## src/rtl/fork_join_scheduler.sv

```systemverilog
// Fork/join scheduler: launches up to NUM_JOBS delayed a+b jobs on one start
// pulse, serializes results by slot index and signals join-all/any/none.
module fork_join_scheduler #(
  parameter int NUM_JOBS = 4,
  parameter int DATA_W   = 16,
  parameter int DLY_W    = 8
) (
  input  logic                        clk,
  input  logic                        rst,
  input  logic                        load_valid,
  input  logic [$clog2(NUM_JOBS)-1:0] load_idx,
  input  logic [DATA_W-1:0]           load_a,
  input  logic [DATA_W-1:0]           load_b,
  input  logic [DLY_W-1:0]            load_dly,
  input  logic                        start,
  input  logic [1:0]                  mode,
  output logic                        busy,
  output logic                        join_done,
  output logic                        res_valid,
  output logic [$clog2(NUM_JOBS)-1:0] res_idx,
  output logic [DATA_W:0]             res_sum,
  output logic [NUM_JOBS-1:0]         job_active
);
  localparam int IDX_W = $clog2(NUM_JOBS);

  typedef enum logic {IDLE, RUN} state_t;
  typedef enum logic [1:0] {J_ALL, J_ANY, J_NONE} join_t;

  state_t state, state_nx;
  join_t  policy;

  logic [DATA_W-1:0] op_a [NUM_JOBS];
  logic [DATA_W-1:0] op_b [NUM_JOBS];
  logic [DLY_W-1:0]  dly  [NUM_JOBS];
  logic [DLY_W-1:0]  cnt  [NUM_JOBS];

  logic [NUM_JOBS-1:0] enable, active, pending;
  logic [NUM_JOBS-1:0] expire, active_nx, pending_nx, sel_oh;
  logic [IDX_W-1:0]    sel_idx;
  logic                found, last_res, join_hit, joined, join_e1;
  logic                idle_start, launch;

  assign idle_start = (state == IDLE) && start;
  assign launch     = idle_start && (enable != '0);
  assign busy       = (state == RUN);
  assign job_active = active;

  always_comb begin
    expire  = '0;
    sel_oh  = '0;
    sel_idx = '0;
    found   = 1'b0;
    for (int unsigned i = 0; i < NUM_JOBS; i++) begin
      if (active[i] && cnt[i] == '0) expire[i] = 1'b1;
    end
    // lowest pending index wins; the rest wait for later cycles
    for (int unsigned i = 0; i < NUM_JOBS; i++) begin
      if (pending[i] && !found) begin
        found     = 1'b1;
        sel_idx   = IDX_W'(i);
        sel_oh[i] = 1'b1;
      end
    end
    active_nx  = active & ~expire;
    pending_nx = (pending & ~sel_oh) | expire;
    last_res   = (state == RUN) && found && (active_nx == '0) && (pending_nx == '0);
    case (policy)
      J_ANY:   join_hit = found && !joined;
      J_NONE:  join_hit = 1'b0;
      default: join_hit = last_res;
    endcase
  end

  always_comb begin
    state_nx = state;
    case (state)
      IDLE:    if (launch) state_nx = RUN;
      RUN:     if (last_res) state_nx = IDLE;
      default: state_nx = IDLE;
    endcase
  end

  always_ff @(posedge clk) begin
    if (rst) state <= IDLE;
    else     state <= state_nx;
  end

  // operand storage carries no reset; contents only matter once enabled
  always_ff @(posedge clk) begin
    if (!rst && state == IDLE && !start && load_valid && int'(load_idx) < NUM_JOBS) begin
      op_a[load_idx] <= load_a;
      op_b[load_idx] <= load_b;
      dly[load_idx]  <= load_dly;
    end
  end

  always_ff @(posedge clk) begin
    if (rst) begin
      enable    <= '0;
      active    <= '0;
      pending   <= '0;
      join_done <= 1'b0;
      res_valid <= 1'b0;
      res_idx   <= '0;
      res_sum   <= '0;
      joined    <= 1'b0;
      join_e1   <= 1'b0;
      policy    <= J_ALL;
      for (int unsigned i = 0; i < NUM_JOBS; i++) cnt[i] <= '0;
    end else begin
      res_valid <= found;
      join_done <= join_e1 | join_hit;
      join_e1   <= 1'b0;
      if (found) begin
        res_idx <= sel_idx;
        res_sum <= {1'b0, op_a[sel_idx]} + {1'b0, op_b[sel_idx]};
      end
      if (state == IDLE) begin
        if (idle_start) begin
          join_e1 <= (enable == '0) || (mode == 2'd2);
          joined  <= 1'b0;
          case (mode)
            2'd1:    policy <= J_ANY;
            2'd2:    policy <= J_NONE;
            default: policy <= J_ALL;
          endcase
          if (launch) begin
            active <= enable;
            for (int unsigned i = 0; i < NUM_JOBS; i++) cnt[i] <= dly[i];
          end
        end else if (load_valid && int'(load_idx) < NUM_JOBS) begin
          enable[load_idx] <= 1'b1;
        end
      end else begin
        active  <= active_nx;
        pending <= pending_nx;
        enable  <= enable & ~sel_oh;
        joined  <= joined | join_hit;
        for (int unsigned i = 0; i < NUM_JOBS; i++) begin
          if (active[i] && cnt[i] != '0) cnt[i] <= cnt[i] - 1'b1;
        end
      end
    end
  end
endmodule
```

## config.mk

```make
export PLATFORM = sky130hd
export DESIGN_NAME = fork_join_scheduler
export DESIGN_NICKNAME = d
export VERILOG_FILES = /design/src/rtl/fork_join_scheduler.sv
export SDC_FILE = /design/constraint.sdc
export NUM_CORES = 1
export LEC_CHECK = 0
export BUFFER_PORTS_ARGS = -buffer_cell sky130_fd_sc_hd__buf_4
export CORE_UTILIZATION = 45
export CTS_BUF_LIST = sky130_fd_sc_hd__clkbuf_16
export DETAILED_ROUTE_END_ITERATION = 6
export SLEW_MARGIN = 20
export SYNTH_ARGS = -nofsm -noshare
export SYNTH_HDL_FRONTEND = slang
export SYNTH_SLANG_ARGS = --single-unit
```

## constraint.sdc

```tcl
create_clock -name clk -period 9.6 [get_ports clk]
set_input_delay 0.48 -clock clk [delete_from_list [all_inputs] [get_ports clk]]
set_output_delay 0.48 -clock clk [all_outputs]
set_load 0.02 [all_outputs]
```

==> results.sh, run 1 <==
export IMPL_status="complete, no violations"
export IMPL_max_freq_mhz=256.8
export IMPL_dpl_hpwl_um=13390
export IMPL_use_met2=0.3070
export IMPL_vias_per_cell=5.532
export IMPL_r2r_slack_ps=5710
export IMPL_path_clk_slew_ps=60
export IMPL_drive_gt1_frac=0.2128
export IMPL_syn_area_um2=9718
export IMPL_dp_cells=1010
export IMPL_postCtsHoldBufs=0
export IMPL_startpoint_type="flop"
export IMPL_crit_type="flop to flop"
export IMPL_period_share=0.4057
export IMPL_use_met3=0.02966
export IMPL_cellLeakagePower_uw=0.003912
export IMPL_synth_net_count=746
export IMPL_maxSlewHeadroom=0.5028
export IMPL_nets=833
export IMPL_initial_utilization=0.4608
export IMPL_cp_required_ps=9980
export IMPL_firstDrtPassIters=5
export IMPL_clock_sinks=230
export IMPL_finish_instance_area_um2=11350
export IMPL_drc=0
export IMPL_cts_resized=0
export IMPL_cts_buffers=25
export IMPL_rows=53
export IMPL_drv_cap=0
export IMPL_utilization=0.5382
export IMPL_p_per_area_nw_per_um2=184.1
export IMPL_cts_max_level=1
export IMPL_setup_viol=0
export IMPL_instances_no_fill=1055
export IMPL_antenna_found_initial=0
export IMPL_wirelength_um=19880
export IMPL_io_pins=74
export IMPL_vias=5836
export IMPL_place_congestion=0.8398
export IMPL_grt_pass1_wl_um=31700
export IMPL_cp_arrival_ps=4280
export IMPL_synth_top_flop_cell="edfxtp_1"
export IMPL_synth_edf_count=192
export IMPL_whs_ps=160.2
export IMPL_port_buffers=73
export IMPL_clkLatencyLatePin_ps=520
export IMPL_tritoncts="done"
export IMPL_synth_seq_cells=230
export IMPL_worst_pin_slew_ps=743.4
export IMPL_hold_viol=0
export IMPL_crit_fanout=33
export IMPL_drtIter0Drc=477
export IMPL_fin_crit_ps=3895
export IMPL_coreArea_um2=21090
export IMPL_die_h_um=149.0
export IMPL_final_max_slew_viol_count=0
export IMPL_hold_class="input pin to flop"
export IMPL_finClkSkew_ps=13.74
export IMPL_synthDistinctLibCells=57
export IMPL_fin_tns_setup_ps=0
export IMPL_ir_worst_vdd_mv=0.1406
export IMPL_syn_inst=675
export IMPL_rsz0062_at_grt="false"
export IMPL_timing_critical_path_to_type="flop"
export IMPL_grt_busiest_layer="met2"
export IMPL_first_global_vias=5880
export IMPL_dieArea_um2=22190
export IMPL_yosysWarnings=0
export IMPL_synthArstFlopShare=0
export IMPL_gr_usage_met1=0.2528
export IMPL_cts_setup_buffers=0
export IMPL_clock_root_buffer="clkbuf_16"
export IMPL_cts_buffer_depth=3
export IMPL_synth_area_per_cell_um2=14.40
export IMPL_overflow=0
export IMPL_die_w_um=149.0
export IMPL_grt_max_degree=42
export IMPL_diodes=0
export IMPL_wl_per_cell_um=18.85
export IMPL_areaGrowthSynthToFinish_pct=16.79
export IMPL_placed_cell_area_um2=10600
export IMPL_ant_nets=0
export IMPL_track_usage=0.1856
export IMPL_seq_area_frac_synth=0.6716
-- stage by stage --
step	power, uW	worst slack (ps)
floorplan	1197	5235
global route	2159	5377
CTS	2108	5672
detailed placement	1244	5682
finish	2090	5705
global placement	1239	5772
-- cells by family (layout without fill, tap and decap cells) --
logic type	count (synthesis)	in the layout	share of synthesized area
mux	33	33	0.07519
xor+xnor	31	31	0.02794
buf+inv	39	144	0.01802
flops	230	230	0.6716
compound gates	123	123	0.07983
fa+ha+maj	23	23	0.03038
simple gates	196	196	0.09708
-- synth_stat cells, types with 4 or more instances --
cell	instances	area share
inv_1	18	0.0070
nand2b_1	8	0.0052
edfxtp_1	192	0.59
nor4b_1	4	0.0036
xnor2_1	22	0.020
o211ai_1	4	0.0031
nor3_1	20	0.010
nor2b_1	5	0.0032
a21oi_1	33	0.017
o22ai_1	5	0.0032
buf_2	5	0.0026
a31o_2	4	0.0036
o21ai_0	39	0.020
ha_1	22	0.028
nor3b_1	4	0.0031
nand3_1	10	0.0052
dfxtp_1	38	0.078
nor2_1	39	0.015
mux4_2	32	0.074
xor2_1	9	0.0081
nand4_1	4	0.0026
nand2_1	79	0.031
a21o_1	6	0.0046
a31oi_1	10	0.0064
clkbuf_1	10	0.0039
-- power breakdown --
group | switching (uW) | internal (uW) | leakage (uW) | total (uW)
clock | 370 | 497 | 0.000384 | 867
sequential | 13.1 | 1100 | 0.00209 | 1120
combinational | 62.6 | 42.8 | 0.00144 | 105
-- final timing paths --
path,startpoint,depth (start not counted),end
hold / removal,load_a[2],1,op_a[1][2]$_DFFE_PP_
setup / recovery,pending[3]$_SDFFE_PP0P_,12,res_sum[15]$_SDFFE_PP0N_
setup reg to reg,pending[3]$_SDFFE_PP0P_,12,res_sum[15]$_SDFFE_PP0N_
hold reg to reg,res_sum[9]$_SDFFE_PP0N_,2,res_sum[9]$_SDFFE_PP0N_
-- metal layers --
layer | wire [um] | up-vias
li1 | - | 2745
met1 | 8716 | 2884
met2 | 9627 | 167
met3 | 1119 | 40
met4 | 420 | 0
met5 | 0 | -
-- worst max-delay path: stages, from the launching register on --
cell,delay [ps]
dfxtp_1,480
nor2b_1,230
nor2_1,90
nor2_4,90
buf_4,550
mux4_2,640
ha_1,340
a211oi_1,270
o21ai_0,230
a21oi_1,400
o21ai_0,190
xnor2_1,160
o21ai_0,80
-- flip-flops by register name, summed over array words and instances (netlist names) --
register,cells
enable,4
join_e1,1
res_idx,2
res_sum,17
joined,1
op_b,64
policy,2
op_a,64
join_done,1
cnt,32
job_active,4
dly,32
busy,1
res_valid,1
pending,4
-- cells in the final DEF, fill, tap and decap left out, types with 8 or more instances in the layout --
master,Yosys,routed
nand3_1,10,10
clkbuf_16,0,25
inv_1,18,23
o21ai_0,39,39
nor3_1,20,18
buf_4,0,81
nand2b_1,8,8
xnor2_1,22,22
dfxtp_1,38,38
ha_1,22,22
a31oi_1,10,10
edfxtp_1,192,192
a21oi_1,33,33
xor2_1,9,9
mux4_2,32,32
nor2_1,39,37
nand2_1,79,79
-- cell type report --
cell class | instances | area [um^2]
clock buffers | 25 | 625.6
clock inverters | 20 | 116.4
fillers | 1752 | 9738
inverters | 18 | 67.56
multi-input cells | 406 | 3062
flip-flops and latches | 230 | 6526
well taps | 275 | 344.1
repair buffers | 81 | 608.1
(Power assumes the default switching activity.)
==> run 2, diff against run 1 <==
Clock period 9.6 ns to 3.8 ns, I/O delays scaled along.
==> results.sh, run 2 (same netlist as run 1, synthesis figures left out) <==
export IMPL_status="complete, no violations"
export IMPL_grt_max_degree=42
export IMPL_r2r_start="pending[3]$_SDFFE_PP0P_"
export IMPL_cts_buffer_depth=3
export IMPL_hold_class="input pin to flop"
export IMPL_finClkSkew_ps=7.333
export IMPL_dpl_hpwl_um=13640
export IMPL_pre_cts_slack_ps=264.1
export IMPL_areaGrowthSynthToFinish_pct=22.40
export IMPL_cellLeakagePower_uw=0.004152
export IMPL_placed_cell_area_um2=10700
export IMPL_wirelength_um=20520
export IMPL_seqPwrFrac=0.527
export IMPL_r2r_worst_path_cells=13
export IMPL_io_pins=74
export IMPL_rows=53
export IMPL_track_usage=0.1916
export IMPL_diodes=0
export IMPL_first_global_vias=6156
export IMPL_timing_critical_path_from="pending[3]$_SDFFE_PP0P_"
export IMPL_cts_buffers=24
export IMPL_timing_critical_path_to_type="flop"
export IMPL_vias=6058
export IMPL_clkLatencyLatePin_ps=510
export IMPL_p_per_area_nw_per_um2=451.0
export IMPL_ant_nets=0
export IMPL_utilization=0.5641
export IMPL_crit_fanout=7
export IMPL_final_max_slew_viol_count=0
export IMPL_fin_crit_ps=3480
export IMPL_crit_type="flop to flop"
export IMPL_drtIter0Drc=491
export IMPL_setup_viol=0
export IMPL_critPathCapture="res_sum[16]$_SDFFE_PP0N_"
export IMPL_path_clk_slew_ps=60
export IMPL_fin_tns_setup_ps=0
export IMPL_p_clk_frac=0.418
export IMPL_drv_cap=0
export IMPL_drive_gt1_frac=0.2101
export IMPL_use_met2=0.3223
export IMPL_place_congestion=0.8807
export IMPL_ir_worst_vdd_mv=0.3761
export IMPL_use_met3=0.02722
export IMPL_overflow=0
export IMPL_layout_common_cells="edfxtp_1, buf_4, nand2_1"
export IMPL_instances_no_fill=1103
export IMPL_wl_per_cell_um=18.60
export IMPL_coreArea_um2=21090
export IMPL_period_share=0.9158
export IMPL_rsz0062_at_grt="false"
export IMPL_gr_usage_met1=0.2623
export IMPL_layout_commonest_cell="edfxtp_1"
export IMPL_cts_max_level=1
export IMPL_die_w_um=149.0
export IMPL_cp_arrival_ps=3880
export IMPL_nets=881
export IMPL_antenna_found_initial=0
export IMPL_firstDrtPassIters=5
export IMPL_initial_utilization=0.4608
export IMPL_internal_power_uw=4249
export IMPL_max_freq_mhz=287.4
export IMPL_clock_sinks=230
export IMPL_grt_pass1_wl_um=32780
export IMPL_drc=0
export IMPL_timing_rr_end="res_sum[16]$_SDFFE_PP0N_"
export IMPL_worst_pin_slew_ps=788.9
export IMPL_dp_cells=1016
export IMPL_finish_instance_area_um2=11900
export IMPL_switchingPower_uw=1116
export IMPL_maxSlewHeadroom=0.4728
export IMPL_port_buffers=73
export IMPL_tritoncts="done"
export IMPL_dieArea_um2=22190
export IMPL_die_h_um=149.0
export IMPL_combPwrFrac=0.055
export IMPL_top_regs="op_a x64, op_b x64"
export IMPL_p_sw_frac=0.2081
export IMPL_cp_required_ps=4200
export IMPL_fin_ws_ps=320.0
export IMPL_vias_per_cell=5.492
export IMPL_startpoint_type="flop"
export IMPL_clock_root_buffer="clkbuf_16"
export IMPL_hold_viol=0
export IMPL_grt_busiest_layer="met2"
export IMPL_r2r_slack_ps=320
-- run 2: layout make-up --
type	count	area, um^2
timing repair buffer	130	1129
sequential	230	6526
multi-input combinational	406	3068
tap	275	344.1
clock inverter	19	135.1
clock buffer	25	625.6
inverter	18	67.56
fill	1722	9193
-- run 2: layer usage --
metal  wire, um  vias up  part of all wire
li1           -     2850                 -
met1       9014     2997              0.44
met2       9984      182              0.49
met3       1180       29             0.058
met4        341        0             0.017
met5          0        -                 0
-- run 2: power by group through the flow --
stage / Clock, uW / Sequential, uW / Combinational [uW]
finish: 2240 / 2830 / 297
detailed placement: 0 / 2880 / 263
global placement: 0 / 2880 / 255
floorplan: 0 / 2870 / 151
CTS: 2290 / 2830 / 299
global route: 2390 / 2830 / 330
-- run 2: critical path, stage by stage (launching register included) --
cell	delay, ps
dfxtp_1	470
nor2b_1	200
nor2_1	90
nor2_4	190
buf_12	150
mux4_2	500
ha_1	260
fa_1	420
a21oi_1	190
nand4b_1	160
a21oi_1	150
o21bai_1	250
a21oi_1	110
o221a_2	230
-- run 2: worst min path at each step --
stage                                  end  depth (start not counted)        start
global placement     op_b[2][10]$_DFFE_PP_                          1   load_b[10]
CTS                 enable[2]$_SDFFE_PP0P_                          3  load_idx[0]
finish                  join_e1$_SDFF_PP0_                          4      mode[0]
detailed placement   op_b[1][13]$_DFFE_PP_                          1   load_b[13]
global route        enable[2]$_SDFFE_PP0P_                          3  load_idx[0]
floorplan              dly[0][0]$_DFFE_PP_                          0  load_dly[0]
-- run 2: metrics by stage --
step / total power [uW] / hold WS [ps]
2_1_floorplan: 3024 / 288.9
3_3_place_gp: 3131 / 388.2
3_5_place_dp: 3143 / 392.9
4_1_cts: 5414 / 33.91
5_1_grt: 5548 / 53.26
6_report: 5365 / 48.57
-- run 2: what timing repair did --
action | in CTS | in global routing
resized for setup | 0 | 0
hold endpoints to repair | 162 | 0
setup endpoints to repair | 0 | 2
hold buffers | 41 | 0
setup buffers | 0 | 2
